[src/rtl/uart_tx_paridad.sv]
// UART transmitter: 1 start bit, 8 data bits LSB first, 1 parity bit, 1 stop bit.
// A frame starts on a rising edge of transmit seen while idle; busy covers the whole frame, done pulses once after it.
module uart_tx_paridad #(
    parameter int CLKS_PER_BIT = 5208,
    parameter bit PARITY_ODD   = 1'b0
) (
    input  logic       clk,
    input  logic       reset,
    input  logic [7:0] data_in,
    input  logic       transmit,
    output logic       tx,
    output logic       busy,
    output logic       done,
    output logic [2:0] o_state
);

    localparam int BW = (CLKS_PER_BIT > 2) ? $clog2(CLKS_PER_BIT) : 1;
    localparam logic [BW-1:0] BAUD_LAST = BW'(CLKS_PER_BIT - 1);

    typedef enum logic [2:0] {
        IDLE   = 3'd0,
        START  = 3'd1,
        DATA   = 3'd2,
        PARITY = 3'd3,
        STOP   = 3'd4
    } state_t;

    state_t          r_state;
    logic [BW-1:0]   r_baud;
    logic [2:0]      r_bit;
    logic [7:0]      r_shreg;
    logic            r_parity;
    logic            r_prev;
    logic            r_tx;
    logic            r_busy;
    logic            r_done;

    logic            w_start;
    logic            w_bit_end;

    // A held transmit never restarts: only a low-to-high transition seen in IDLE counts.
    assign w_start   = transmit & ~r_prev & (r_state == IDLE);
    assign w_bit_end = (r_baud == BAUD_LAST);

    always_ff @(posedge clk or negedge reset) begin
        if (!reset) begin
            r_state  <= IDLE;
            r_baud   <= '0;
            r_bit    <= '0;
            r_shreg  <= '0;
            r_parity <= 1'b0;
            r_prev   <= 1'b0;
            r_tx     <= 1'b1;
            r_busy   <= 1'b0;
            r_done   <= 1'b0;
        end else begin
            r_prev <= transmit;
            r_done <= 1'b0;
            case (r_state)
                IDLE: begin
                    r_baud <= '0;
                    r_bit  <= '0;
                    if (w_start) begin
                        r_shreg  <= data_in;
                        r_parity <= (^data_in) ^ PARITY_ODD;
                        r_state  <= START;
                        r_tx     <= 1'b0;
                        r_busy   <= 1'b1;
                    end
                end
                START: begin
                    if (w_bit_end) begin
                        r_baud  <= '0;
                        r_bit   <= '0;
                        r_tx    <= r_shreg[0];
                        r_state <= DATA;
                    end else begin
                        r_baud <= r_baud + BW'(1);
                    end
                end
                DATA: begin
                    if (w_bit_end) begin
                        r_baud  <= '0;
                        r_shreg <= {1'b0, r_shreg[7:1]};
                        // The next bit to send is shreg[1] because the shift lands on this same edge.
                        if (r_bit == 3'd7) begin
                            r_state <= PARITY;
                            r_tx    <= r_parity;
                        end else begin
                            r_bit <= r_bit + 3'd1;
                            r_tx  <= r_shreg[1];
                        end
                    end else begin
                        r_baud <= r_baud + BW'(1);
                    end
                end
                PARITY: begin
                    if (w_bit_end) begin
                        r_baud  <= '0;
                        r_state <= STOP;
                        r_tx    <= 1'b1;
                    end else begin
                        r_baud <= r_baud + BW'(1);
                    end
                end
                STOP: begin
                    if (w_bit_end) begin
                        r_baud  <= '0;
                        r_state <= IDLE;
                        r_busy  <= 1'b0;
                        r_done  <= 1'b1;
                    end else begin
                        r_baud <= r_baud + BW'(1);
                    end
                end
                default: begin
                    r_state <= IDLE;
                    r_tx    <= 1'b1;
                    r_busy  <= 1'b0;
                end
            endcase
        end
    end

    assign tx      = r_tx;
    assign busy    = r_busy;
    assign done    = r_done;
    assign o_state = r_state;

endmodule
[config.mk]
export PLATFORM = sky130hd
export DESIGN_NAME = uart_tx_paridad
export DESIGN_NICKNAME = d
export VERILOG_FILES = /design/src/rtl/uart_tx_paridad.sv
export SDC_FILE = /design/constraint.sdc
export NUM_CORES = 1
export LEC_CHECK = 0
export ABC_AREA = 1
export BUFFER_PORTS_ARGS = -buffer_cell sky130_fd_sc_hd__buf_2
export CAP_MARGIN = 15
export CORE_ASPECT_RATIO = 1.5
export CORE_UTILIZATION = 58
export CTS_CLUSTER_DIAMETER = 80
export CTS_CLUSTER_SIZE = 12
export DETAILED_ROUTE_END_ITERATION = 6
export GPL_TIMING_DRIVEN = 0
export PLACE_DENSITY = 0.81
export SYNTH_ARGS = -nofsm -noshare
export SYNTH_HDL_FRONTEND = slang
export SYNTH_SLANG_ARGS = --single-unit
[constraint.sdc]
create_clock -name clk -period 2.11 [get_ports clk]
set_clock_uncertainty 0.2 [all_clocks]
set_input_delay 0.422 -clock clk [delete_from_list [all_inputs] [get_ports clk]]
set_output_delay 0.422 -clock clk [all_outputs]
set_load 0.02 [all_outputs]
* Word-level counts from Yosys, hierarchy flattened
Index checks and enable logic that the tools add are counted.
** Word-level totals
- Flip-flop bits (word level) :: 32
- Bits of input ports :: 11
- Output and inout port bits :: 6
- Logic and storage cells :: 68
** Operators by class
- Add/sub/neg operators :: 2
- Equality and inequality tests :: 13
- Multiplexer cells :: 26
- Bitwise operators :: 5
- Reduce and logical (&&, ||, !) cells :: 13
** Operator list (count)
- $pmux 13 s2 :: 1
- $mux 3 :: 8
- $mux 8 :: 2
- $pmux 8 s2 :: 1
- $pmux 3 s5 :: 1
- $ne 2x2->1 const B :: 7
- $add 13x1->13 const B :: 1
- $eq 13x13->1 const B :: 1
- $mux 13 :: 1
- $mux 1 :: 9
- $pmux 3 s3 :: 1
- $reduce_xor 8->1 :: 1
- $eq 3x2->1 const B :: 2
- $eq 3x3->1 const B :: 2
- $reduce_and 3->1 :: 2
- $reduce_and 6->1 :: 1
- $pmux 1 s5 :: 1
- $reduce_and 5->1 :: 1
- $reduce_and 4->1 :: 1
- $reduce_bool 2->1 :: 2
- $reduce_or 4->1 :: 1
- $add 3x1->3 const B :: 1
- $eq 3x1->1 const B :: 1
- $logic_not 3->1 :: 1
- 6 further kinds :: 9

* Depth between registers and ports, before layout
- Depth after elaboration :: 5
- Mapped depth :: 10
- Mapped depth without buffers :: 10

* Worst setup path after synthesis
Ideal clock, no wire load.
- Path kind :: reg-to-reg
- From :: register r_baud[0]
- To :: register r_state[0] (netlist: o_state[0])
- Library setup time :: 0.118 ns
- Data arrival time :: 1.337 ns
- Data required time :: 1.792 ns
- Slack :: 0.455 ns
- Cell stages (with the launch flop) :: 11
- Path buffers :: 0
- Clock period less this slack :: 1.655 ns
- Cells stage by stage :: dfrtp_1 > ha_1 > nand2_1 > nor2_2 > nand3_2 > nand2_1 > inv_1 > nor2_4 > nand2_1 > nand2_1 > nand2_1
** On the way
- Longest elaborated chain between the ends :: 3
- Elaborated cells between the ends (all ways) :: 6
- Classes of those cells :: eq/ne (5); reduce/logical (1)
** Ends and longest elaborated chain
- start: declaration :: RTL line 29 : logic [BW-1:0] r_baud;
- start signal: assignment :: RTL line 78 : r_baud <= r_baud + BW'(1);
- start signal: assignment :: RTL line 94 : r_baud <= r_baud + BW'(1);
- start signal: assignment :: RTL line 103 : r_baud <= r_baud + BW'(1);
- $eq 13x13->1 (*) :: RTL line 43 : assign w_bit_end = (r_baud == BAUD_LAST);
- $ne 2x2->1 (no source line)
- $reduce_and 6->1 (no source line) (*)
- end signal: assignment :: RTL line 47 : r_state <= IDLE;
- end signal: assignment :: RTL line 66 : r_state <= START;
- end signal: assignment :: RTL line 76 : r_state <= DATA;
- end: declaration :: RTL line 28 : state_t r_state;
Every way passes the cells marked *; elsewhere a longest branch is shown, timed or not.
A chain may end at the register's enable or synchronous reset.

* Worst setup path in the final report
- From :: register r_baud[0]
- To :: register r_baud[6]
** On the way
- Longest elaborated chain between the ends :: 3
- Elaborated cells between the ends (all ways) :: 4
- Classes of those cells :: add/sub (1); eq/ne (1); mux (2)
** Ends and longest elaborated chain
- $add 13x1->13 / $eq 13x13->1 (equally long branches)
- $mux 13 (*)
- $pmux 13 s2 (*) :: RTL line 59 : case (r_state)
Marked as above.

==> flow_summary.toml <==
[clock_network]
cts_inserted_buffers = 5
cts-htree-levels = 2
clockBufferDepth = 2
cts_hold_buf = 0
cts.clk_slew.worst_paths_ns = 0.07
post_cts_buffers = 0
cts_sinks = 32
cts_tree = "done"
ctsResizeCount = 0
root_buffer = "clkbuf_8"
insertion_delay_ns = 0.29

[layout]
antennaDiodeCount = 0
drive_gt1_share_pct = 17.1
syn_to_final_growth_pct = 11.5
fillers = 275
fin_nets = 265

[logic_synthesis]
ys_seq_elements = 32
syn_inst = 228
yosysSeqAreaShare_pct = 44.0
ys_warn_count = 0
synth_area_um2 = 1820
postSynthNetCount = 242
synth.distinct_cells = 32
synth.avg_cell_area_um2 = 8.00

[sta]
fmax_ghz = 0.533
worst_pin_slew_ns = 0.683
fin_crit_ns = 1.87
rsz0062_at_grt = "no"
hold_viol = 31
holdWs_ns = -0.0338
fin_setup_tns_ns = 0
finalCritPeriodShare_pct = 88.9
max_slew_margin_pct = 54.4
slew_viol_final = 0
setup_viol = 0

[power]
power_density_nw_per_um2 = 1040
power_switching_uw = 807
power_frac_clock_pct = 21.5
p_leak_nw = 0.975
power_frac_seq_pct = 43.9
p_int_mw = 1.31
swShare_pct = 38.1
ir_worst_vdd_v = 0.000824
power_frac_comb_pct = 34.6
fin_total_pwr_mw = 2.12

[global_routing]
grt_max_degree = 33
grt_pass1_vias = 1541
grt-ovfl-total = 0
grt_use_total_pct = 26.2
grt_antenna_before_repair = 0
grt_first_pass_wirelength_um = 6270

[drt]
drc = 0
routed_wl_um = 3710
ant_nets = 0
vias = 1571
vias_per_cell = 5.40
avgRoutedWirePerCell_um = 12.7
drt-initial-drc-count = 67
first_pass_iters = 4

[worst_setup_path]
worst-setup-path-type = "register to register"
crit_start = "r_baud[0]$_DFFE_PN0P_"
worstPathCellList = "ha_1, nand2_1, nor2_2, nand3_2, nand2_2, inv_1, o21ai_0, o22ai_1"
max_stage_delay_ns = 0.39
worstPathRequired_ns = 2.08
worstPathArrival_ns = 1.84
crit_path_top_delay_cell = "dfrtp_1"
crit_path_max_fanout = 7
r2r_start = "r_baud[0]$_DFFE_PN0P_"
cp-end-kind = "register"
crit_path_start_kind = "register"
timing.critical_path.buf_inv = 1
cpLargestDelayFamily = "simple AND/OR/NAND/NOR gates"

[floorplan]
pin_count = 17
dieHeight_um = 70.7
rows = 24
dieWidth_um = 47.8
start_util_pct = 62.0
core-area_um2 = 2940
die_area_um2 = 3380

[placed_design]
dp_hpwl_um = 2700
port-buffer-count = 16
gp_congestion = 0.871

[status]
status = "finished with violations"
violations = "hold timing"

[job]
drv_cap = 0

[hold_path]
hp-class = "input port to async pin"
-- registers in the layout, indices dropped and copies added (netlist names) --
register / cells
r_bit: 3
done: 1
o_state: 3
r_parity: 1
busy: 1
r_prev: 1
tx: 1
r_shreg: 8
r_baud: 13
-- layer usage --
| metal | GRT usage [%] | vias up | share of wire (%) |
|---|---|---|---|
| met1 | 27.7 | 744 | 42 |
| met2 | 45.5 | 34 | 53 |
| met4 | 12.3 | 0 | 2.0 |
| met3 | 6.38 | 5 | 3.4 |
| li1 | - | 788 | - |
| met5 | 0 | - | 0 |
-- worst paths after layout --
kind	end	slack, ns	cells past startpoint
min in group clk	r_prev$_DFF_PN0_	0.09	1
setup reg to reg	r_baud[6]$_DFFE_PN0P_	0.24	8
setup / recovery	r_baud[6]$_DFFE_PN0P_	0.24	8
max in group asynchronous	o_state[1]$_DFFE_PN0P_	1.29	1
hold reg to reg	r_bit[1]$_DFFE_PN0P_	0.28	2
hold / removal	r_baud[7]$_DFFE_PN0P_	-0.03	1
-- layout by cell type, fill, tap and decap left out, types with 2 or more instances in the layout --
cell,n
a31oi_1,2
or2_2,3
dfrtp_1,31
o22ai_1,6
buf_2,17
nand2_2,3
nor2_4,2
nor2_2,2
nand3_1,10
xor2_1,7
ha_1,3
clkbuf_8,5
inv_1,29
o211ai_1,6
nand4_1,3
clkbuf_1,3
nor2_1,11
inv_2,3
o21ai_0,22
nor3_1,4
a21oi_1,5
xnor2_1,5
o21ai_1,2
nand2_1,58
-- cells in the mapped netlist (all sizes together) --
cell,count,share of area [%]
a21oi,6,1.9
a31oi,2,0.69
a32o,1,0.55
buf,3,1.3
dfrtp,31,43
dfstp,1,1.4
ha,3,2.1
inv,32,6.6
nand2,61,13
nand3,11,3.3
nand3b,1,0.41
nand4,4,1.7
nor2,15,4.2
nor3,6,2.5
o211ai,6,2.5
o21ai,24,6.6
o22ai,6,2.1
or2,3,1.0
xnor2,5,2.4
xor2,7,3.4
-- per-stage QoR --
step | cell area [um2] | cells | worst slack, ns | util, %
floorplan | 1820 | 228 | 0.455 | -
global placement | 1950 | 283 | 0.299 | 66.4
detailed placement | 1950 | 283 | 0.268 | 66.4
CTS | 2030 | 291 | 0.251 | 69.1
finish | 2030 | 291 | 0.235 | 69.1
global route | 2030 | 291 | 0.0649 | 69.1
-- power by group through the flow --
stage	Sequential, mW	Combinational, mW	Clock, mW
2_1_floorplan	0.949	0.542	0
3_3_place_gp	0.930	0.718	0
3_5_place_dp	0.939	0.734	0
4_1_cts	0.929	0.738	0.461
5_1_grt	0.953	0.837	0.486
6_report	0.930	0.734	0.455
-- cells by family (layout without fill, tap and decap cells) --
group	Yosys count	in the layout	share of synthesized area, %
AO/OA/AOI/OAI	45	45	14.2
XOR/XNOR	12	12	5.76
adder cells (fa/ha/maj)	3	3	2.06
buffers and inverters	35	59	7.89
flip-flops	32	32	44.0
AND/OR/NAND/NOR	101	101	26.1
-- cell type report --
class	instances	area, um2	area share (%)
Buffer	3	23.8	1.17
Sequential cell	32	802	39.4
Inverter	32	120	5.91
Clock buffer	8	80.1	3.94
Timing Repair Buffer	16	80.1	3.94
Tap cell	39	48.8	2.40
Multi-Input combinational cell	161	878	43.2
Note: power is estimated with default switching activity, not from simulation.
